$ cat src/rtl/tick_timer_arbiter.sv
// ---------------------------------------------------------------------------
// tick_timer_arbiter
//
// Shares one prescaled tick down-counter among NREQ requesters. An idle timer
// is granted to one requesting engine, which gets a one-cycle done pulse after
// D ticks of M clock cycles each. If the owner drops its request while the
// job runs, the job is cancelled and no done is issued.
//
// Build option:
//   TICK_TIMER_ARB_FIXED_PRIO_EN  - when defined, the lowest requesting index
//                                   always wins and there is no round-robin
//                                   pointer. Undefined (default): round-robin.
//
// Ports:
//   clk      in   1        system clock, rising edge
//   reset_n  in   1        asynchronous active-low reset
//   req      in   NREQ     level request per requester
//   delay    in   NREQ*N   packed delays, requester i at [i*N +: N]
//   gnt      out  NREQ     one-hot current owner, zero when idle
//   done     out  NREQ     one-cycle completion pulse to the owner
//   busy     out  1        timer in RUN or DONE
//   cnt      out  N        remaining ticks of the current job
// ---------------------------------------------------------------------------
module tick_timer_arbiter #(
    parameter int NREQ = 4,
    parameter int N    = 8,
    parameter int M    = 10,
    parameter int PW   = 4
) (
    input  logic              clk,
    input  logic              reset_n,
    input  logic [NREQ-1:0]   req,
    input  logic [NREQ*N-1:0] delay,
    output logic [NREQ-1:0]   gnt,
    output logic [NREQ-1:0]   done,
    output logic              busy,
    output logic [N-1:0]      cnt
);

    localparam int IW = (NREQ > 1) ? $clog2(NREQ) : 1;

    typedef enum logic [1:0] {
        S_IDLE = 2'd0,
        S_RUN  = 2'd1,
        S_DONE = 2'd2
    } state_t;

    state_t            state_q, state_d;
    logic [IW-1:0]     idx_q,   idx_d;
    logic [N-1:0]      cnt_q,   cnt_d;
    logic [PW-1:0]     pre_q,   pre_d;
    logic [NREQ-1:0]   gnt_q,   gnt_d;

    logic              any_req;
    logic [IW-1:0]     win;
    logic              tick;

`ifndef TICK_TIMER_ARB_FIXED_PRIO_EN
    logic [IW-1:0]     ptr_q,   ptr_d;
    logic [IW:0]       pos;
`endif

    assign tick = (pre_q == PW'(M - 1));

    // Winner selection. The loop runs from the farthest candidate down to the
    // nearest one so that the last match (the nearest) is the one kept.
    always_comb begin
        any_req = |req;
        win     = '0;
`ifdef TICK_TIMER_ARB_FIXED_PRIO_EN
        for (int i = NREQ - 1; i >= 0; i--) begin
            if (req[i]) begin
                win = IW'(i);
            end
        end
`else
        pos = '0;
        for (int k = NREQ - 1; k >= 0; k--) begin
            pos = {1'b0, ptr_q} + (IW+1)'(k);
            if (pos >= (IW+1)'(NREQ)) begin
                pos = pos - (IW+1)'(NREQ);
            end
            if (req[pos[IW-1:0]]) begin
                win = pos[IW-1:0];
            end
        end
`endif
    end

    always_comb begin
        state_d = state_q;
        idx_d   = idx_q;
        cnt_d   = cnt_q;
        pre_d   = pre_q;
        gnt_d   = gnt_q;
`ifndef TICK_TIMER_ARB_FIXED_PRIO_EN
        ptr_d   = ptr_q;
`endif
        case (state_q)
            S_IDLE: begin
                if (any_req) begin
                    gnt_d      = '0;
                    gnt_d[win] = 1'b1;
                    idx_d      = win;
                    cnt_d      = delay[int'(win)*N +: N];
                    pre_d      = '0;
                    state_d    = S_RUN;
`ifndef TICK_TIMER_ARB_FIXED_PRIO_EN
                    ptr_d      = (win == IW'(NREQ - 1)) ? '0 : win + IW'(1);
`endif
                end
            end
            S_RUN: begin
                pre_d = tick ? '0 : pre_q + PW'(1);
                // Cancellation wins over a final tick in the same cycle.
                if (!req[idx_q]) begin
                    gnt_d   = '0;
                    cnt_d   = '0;
                    state_d = S_IDLE;
                end else if (cnt_q == '0) begin
                    state_d = S_DONE;
                end else if (tick) begin
                    if (cnt_q == N'(1)) begin
                        cnt_d   = '0;
                        state_d = S_DONE;
                    end else begin
                        cnt_d = cnt_q - N'(1);
                    end
                end
            end
            S_DONE: begin
                gnt_d   = '0;
                state_d = S_IDLE;
            end
            default: begin
                gnt_d   = '0;
                cnt_d   = '0;
                state_d = S_IDLE;
            end
        endcase
    end

    always_ff @(posedge clk or negedge reset_n) begin
        if (!reset_n) begin
            state_q <= S_IDLE;
            idx_q   <= '0;
            cnt_q   <= '0;
            pre_q   <= '0;
            gnt_q   <= '0;
`ifndef TICK_TIMER_ARB_FIXED_PRIO_EN
            ptr_q   <= '0;
`endif
        end else begin
            state_q <= state_d;
            idx_q   <= idx_d;
            cnt_q   <= cnt_d;
            pre_q   <= pre_d;
            gnt_q   <= gnt_d;
`ifndef TICK_TIMER_ARB_FIXED_PRIO_EN
            ptr_q   <= ptr_d;
`endif
        end
    end

    assign gnt  = gnt_q;
    assign done = (state_q == S_DONE) ? gnt_q : '0;
    assign busy = (state_q != S_IDLE);
    assign cnt  = cnt_q;

endmodule

$ cat config.mk
export PLATFORM = sky130hd
export DESIGN_NAME = tick_timer_arbiter
export DESIGN_NICKNAME = d
export VERILOG_FILES = /design/src/rtl/tick_timer_arbiter.sv
export SDC_FILE = /design/constraint.sdc
export NUM_CORES = 1
export LEC_CHECK = 0
export ABC_CLOCK_PERIOD_IN_PS = 2700
export BUFFER_PORTS_ARGS = -buffer_cell sky130_fd_sc_hd__buf_2
export CAP_MARGIN = 25
export CORE_ASPECT_RATIO = 0.6
export CORE_MARGIN = 5
export CORE_UTILIZATION = 40
export DETAILED_ROUTE_END_ITERATION = 16
export PLACE_DENSITY_LB_ADDON = 0.12
export SYNTH_ARGS = -nofsm -noshare
export SYNTH_HDL_FRONTEND = slang
export SYNTH_SLANG_ARGS = --single-unit
$ cat constraint.sdc
create_clock -name clk -period 2.7 [get_ports clk]
set_input_delay 0.405 -clock clk [delete_from_list [all_inputs] [get_ports clk]]
set_output_delay 0.405 -clock clk [all_outputs]
set_load 0.05 [all_outputs]
# [After elaboration in Yosys (flattened, before gate mapping)]
# Index checks and enable logic that the tools add are counted.
[totals] regBits=22 in_bits=38 out_inout_bits=17 word_cells=91
[op_classes] add_sub_neg=10 n_lt_le_gt_ge=11 n_eq_ne=11 n_shift=1 n_mux=40 bitwise_logic=1 n_reduce_logical=11
[ops] op="$mux 8" count=5
[ops] op="$shiftx 32x6->8" count=1
[ops] op="$mux 2" count=14
[ops] op="$pmux 8 s3" count=1
[ops] op="$mux 4" count=5
[ops] op="$lt 2x3->1 const B" count=6
[ops] op="$pmux 4 s2" count=2
[ops] op="$bmux 1 s2" count=5
[ops] op="$ge 3x3->1 const B" count=3
[ops] op="$eq 8x1->1 const B" count=1
[ops] op="$logic_not 8->1" count=1
[ops] op="$ne 4x4->1 const B" count=2
[ops] op="$sub 2x1->2 const B" count=4
[ops] op="$sub 8x1->8 const B" count=1
[ops] op="$add 2x2->3 const B" count=2
[ops] op="$mux 1" count=6
[ops] op="$ne 3x3->1 const B" count=2
[ops] op="$reduce_and 2->1" count=3
[ops] op="$add 4x1->4 const B" count=1
[ops] op="$eq 2x2->1 const B" count=2
[ops] op="$eq 4x4->1 const B" count=1
[ops] op="$ne 2x2->1 const B" count=2
[ops] op="$pmux 2 s2" count=1
[ops] op="$reduce_and 4->1" count=1
[ops] op="12 further kinds" count=13

# [Logic depth before layout (Yosys ltp)]
[logic_depth] depth_word=15 mapped_depth=9 mapped_depth_nobuf=8

# [Worst setup path after synthesis]
# Ideal clock, no wire load.
[synth_path] path_kind="register -> register" startpoint="register cnt_q[0] (netlist: cnt[0])" endpoint="register cnt_q[2] (netlist: cnt[2])" setup_time_ps=126 t_arrival_ps=2077 required_time_ps=2574 path_slack_ps=497 stages_incl_launch_ff=9 path_buffers=0 synth_period_minus_slack_ps=2203 cell_sequence="dfrtp_1 > inv_1 > ha_1 > nor3b_2 > nand3_1 > a21oi_2 > nor2_2 > o21ai_2 > a221o_1"
[synth_via] elab_chain_len=6 word_cells_on_any_way=10 classes_between="add/sub (1); eq/ne (2); mux (5); reduce/logical (2)"
[synth_rtl] item="start, declared" line_no="50" source="logic [N-1:0] cnt_q, cnt_d;"
[synth_rtl] item="start signal, assigned" line_no="156" source="cnt_q <= cnt_d;"
[synth_rtl] item="$sub 8x1->8 / $eq 8x1->1 (equally long branches)" line_no="127, 123"
[synth_rtl] item="$mux 8" line_no="123" source="if (cnt_q == N'(1)) begin"
[synth_rtl] item="$mux 8" line_no="122" source="end else if (tick) begin"
[synth_rtl] item="$mux 8" line_no="120" source="end else if (cnt_q == '0) begin"
[synth_rtl] item="$mux 8" line_no="116" source="if (!req[idx_q]) begin"
[synth_rtl] item="$pmux 8 s3" line_no="99" source="case (state_q)"
# Parallel ways exist; a longest one is shown, timed or not. The select of a mux whose other input is x is not followed.
# A chain may end at the register's enable or synchronous reset.

==> reports/metrics.yaml <==
syn_nets: 214
io-pin-count: 55
postCtsSetupBuffers: 0
cts_hold_buffers: 0
cts_max_level: 1
cp_cell_sequence: "inv_1 -> ha_1 -> nor3b_2 -> nand3_1 -> a21oi_2 -> or2_1 -> nor2_4 -> a22o_1"
clock_latency_ps: 260
ys_warn_count: 0
setup_viol: 0
timing.fmax_mhz: 449.4
grt_max_degree: 23
critPathCaptureType: "flop"
leakage_nw: 0.9696
startpoint_type: "flop"
drcViolationCount: 0
fin_nets: 271
p_comb_frac: 0.633
crit_fanout: 7
grt_util_all_layers: 0.1674
critPathTopFamily: "simple AND/OR/NAND/NOR gates"
cts_tree: "done"
clock_skew_ps: 1.691
fillers: 355
clock-sinks: 22
routed_wl_mm: 4.494
grt_pass1_vias: 1439
synth-seq-cells: 22
max_cap_viol_count: 0
tightest_slew_ps: 684.9
slowest_stage: "dfrtp_1"
fin_hold_ws_ps: 105.2
antenna_cells: 0
areaGrowthSynthToFinish_pct: 22.10
placementRows: 17
clock-root-buffer: "clkbuf_8"
netSwitchingPower_mw: 1.295
die_h_um: 59.28
hold_class: "in -> async"
numCtsBuffers: 3
drive_above_1_share: 0.3393
io_buffers: 54
clkPwrFrac: 0.100
max-slew-margin-rel: 0.5392
hpwl_mm: 3.584
syn_inst: 168
ys_types: 48
grt_remaining_overflow: 0
drt_pre_antenna_iters: 4
irDropWorstVdd_v: 0.0004777
fp.dieW_um: 92.14
coreArea_um2: 3786
p_int_mw: 1.145
avgViaCountPerCell: 5.502
hold_viol_final: 0
vias: 1491
layout_min_cycle_time_ps: 2225
p_per_area_nw_per_um2: 1234
clk_path_buf_depth: 2
path_class: "reg -> reg"
p_total_mw: 2.440
timing.critical_path.buf_inv: 1
synth_area_um2: 1619
grt_antenna_before_repair: 0
cp.arrival_ps: 2390
rsz0062_at_grt: "no"
grt_pass1_wl_mm: 7.251
switching_share: 0.5309
async_flop_share: 1.000
drtIter0Drc: 107
status: "finished clean"
ant_nets: 0
max_stage_delay_ps: 460
finalWeightedCongestion: 0.9631
initial_core_util: 0.4276
drv_slew: 0
yosysSeqAreaShare: 0.3400
required_ps: 2860
synth-edff-count: 0
finalSetupTns_ps: 0
cts.repair.resized: 0
pwr-share-seq: 0.267
syn_avg_cell_area_um2: 9.637
routedWlPerCell_um: 16.58
post-route-period-util: 0.8241
synthFlopType: "dfrtp_1"
clkTransAtPathRegs_ps: 80
dieArea_um2: 5462
fin_util: 0.5221
[logic make-up (layout without fill, tap and decap cells)]
kind of cell | Yosys count | after routing | share of synthesized area
multiplexers | 19 | 19 | 0.1267
buffers and inverters | 14 | 70 | 0.04714
flip-flops | 22 | 22 | 0.3400
adder cells (fa/ha/maj) | 8 | 8 | 0.06183
XOR/XNOR | 2 | 2 | 0.01082
AO/OA/AOI/OAI | 49 | 49 | 0.2249
AND/OR/NAND/NOR | 54 | 54 | 0.1886
[sequential cells by signal, indices dropped and copies added (netlist names)]
| signal | cells |
|---|---|
| gnt | 4 |
| pre_q | 4 |
| ptr_q | 2 |
| state_q | 2 |
| cnt | 8 |
| idx_q | 2 |
[Yosys cell counts, types with 4 or more instances]
| master | instances | share of area |
|---|---|---|
| a21oi_1 | 4 | 0.012 |
| a22o_1 | 7 | 0.038 |
| and2_1 | 4 | 0.015 |
| dfrtp_1 | 22 | 0.34 |
| ha_1 | 8 | 0.062 |
| inv_1 | 10 | 0.023 |
| mux2i_1 | 16 | 0.099 |
| nand2_1 | 15 | 0.035 |
| nand3_1 | 4 | 0.012 |
| nor2_1 | 7 | 0.016 |
| nor3_1 | 5 | 0.015 |
| o21ai_0 | 16 | 0.049 |
[final timing paths]
path	startpoint	endpoint	slack [ps]	cells past startpoint
max in group asynchronous	reset_n	cnt[4]	2230	1
worst max-delay path	cnt[0]	gnt[2]	470	8
min in group clk	delay[10]	cnt[2]	480	4
worst min-delay path	reset_n	idx_q[0]	110	1
worst min register to register	idx_q[1]	idx_q[1]	510	2
worst max register to register	cnt[0]	gnt[2]	470	8
[metal layers]
layer  part of all wire  vias up  GRT usage
met5                  0        -          0
met4             0.0036        0    0.03383
met3              0.081        2    0.04695
met2               0.41       60     0.2438
met1               0.51      694     0.2462
li1                   -      735          -
[cell type report]
cell class                 count  area, um2  share of cell area
tap                           47      58.81             0.02975
sequential                    22      550.5              0.2785
inverter                      11      42.54             0.02152
clock buffer                   4      55.05             0.02785
timing repair buffer          55      277.8              0.1405
multi-input combinational    132      992.2              0.5019
[power groups by stage]
stage                     Clock [mW]  Sequential, mW  Combinational [mW]
final                          0.244           0.651                1.55
after global routing           0.259           0.679                1.70
after CTS                      0.250           0.649                1.55
after detailed placement           0           0.652                1.55
after global placement             0           0.648                1.52
after floorplan                    0           0.876               0.971
[worst reg2reg max path: stages (launching register included)]
cell     delay (ps)
dfrtp_1         460
inv_1            90
ha_1            230
nor3b_2         310
nand3_1         140
a21oi_2         240
or2_1           320
nor2_4          100
a22o_1          240
[cell usage in the layout (no fill, tap or decap), drive strengths merged, types with 3 or more instances in the layout]
master,n
a22o,7
nand2,15
ha,8
nand3,4
nor4,3
nand2b,3
dfrtp,22
o221ai,3
clkbuf,4
o21ai,19
nor2,9
nor2b,3
inv,10
nor3,5
a21oi,6
and2,4
buf,55
mux2i,16
[per-stage QoR]
| step | setup WS, ps | instance area (um2) | cells |
|---|---|---|---|
| global placement | 563.7 | 1922 | 267 |
| CTS | 493.6 | 1977 | 271 |
| global route | 301.5 | 1977 | 271 |
| floorplan | 496.8 | 1619 | 168 |
| finish | 474.9 | 1977 | 271 |
| detailed placement | 511.3 | 1922 | 267 |
(Power assumes the default switching activity.)
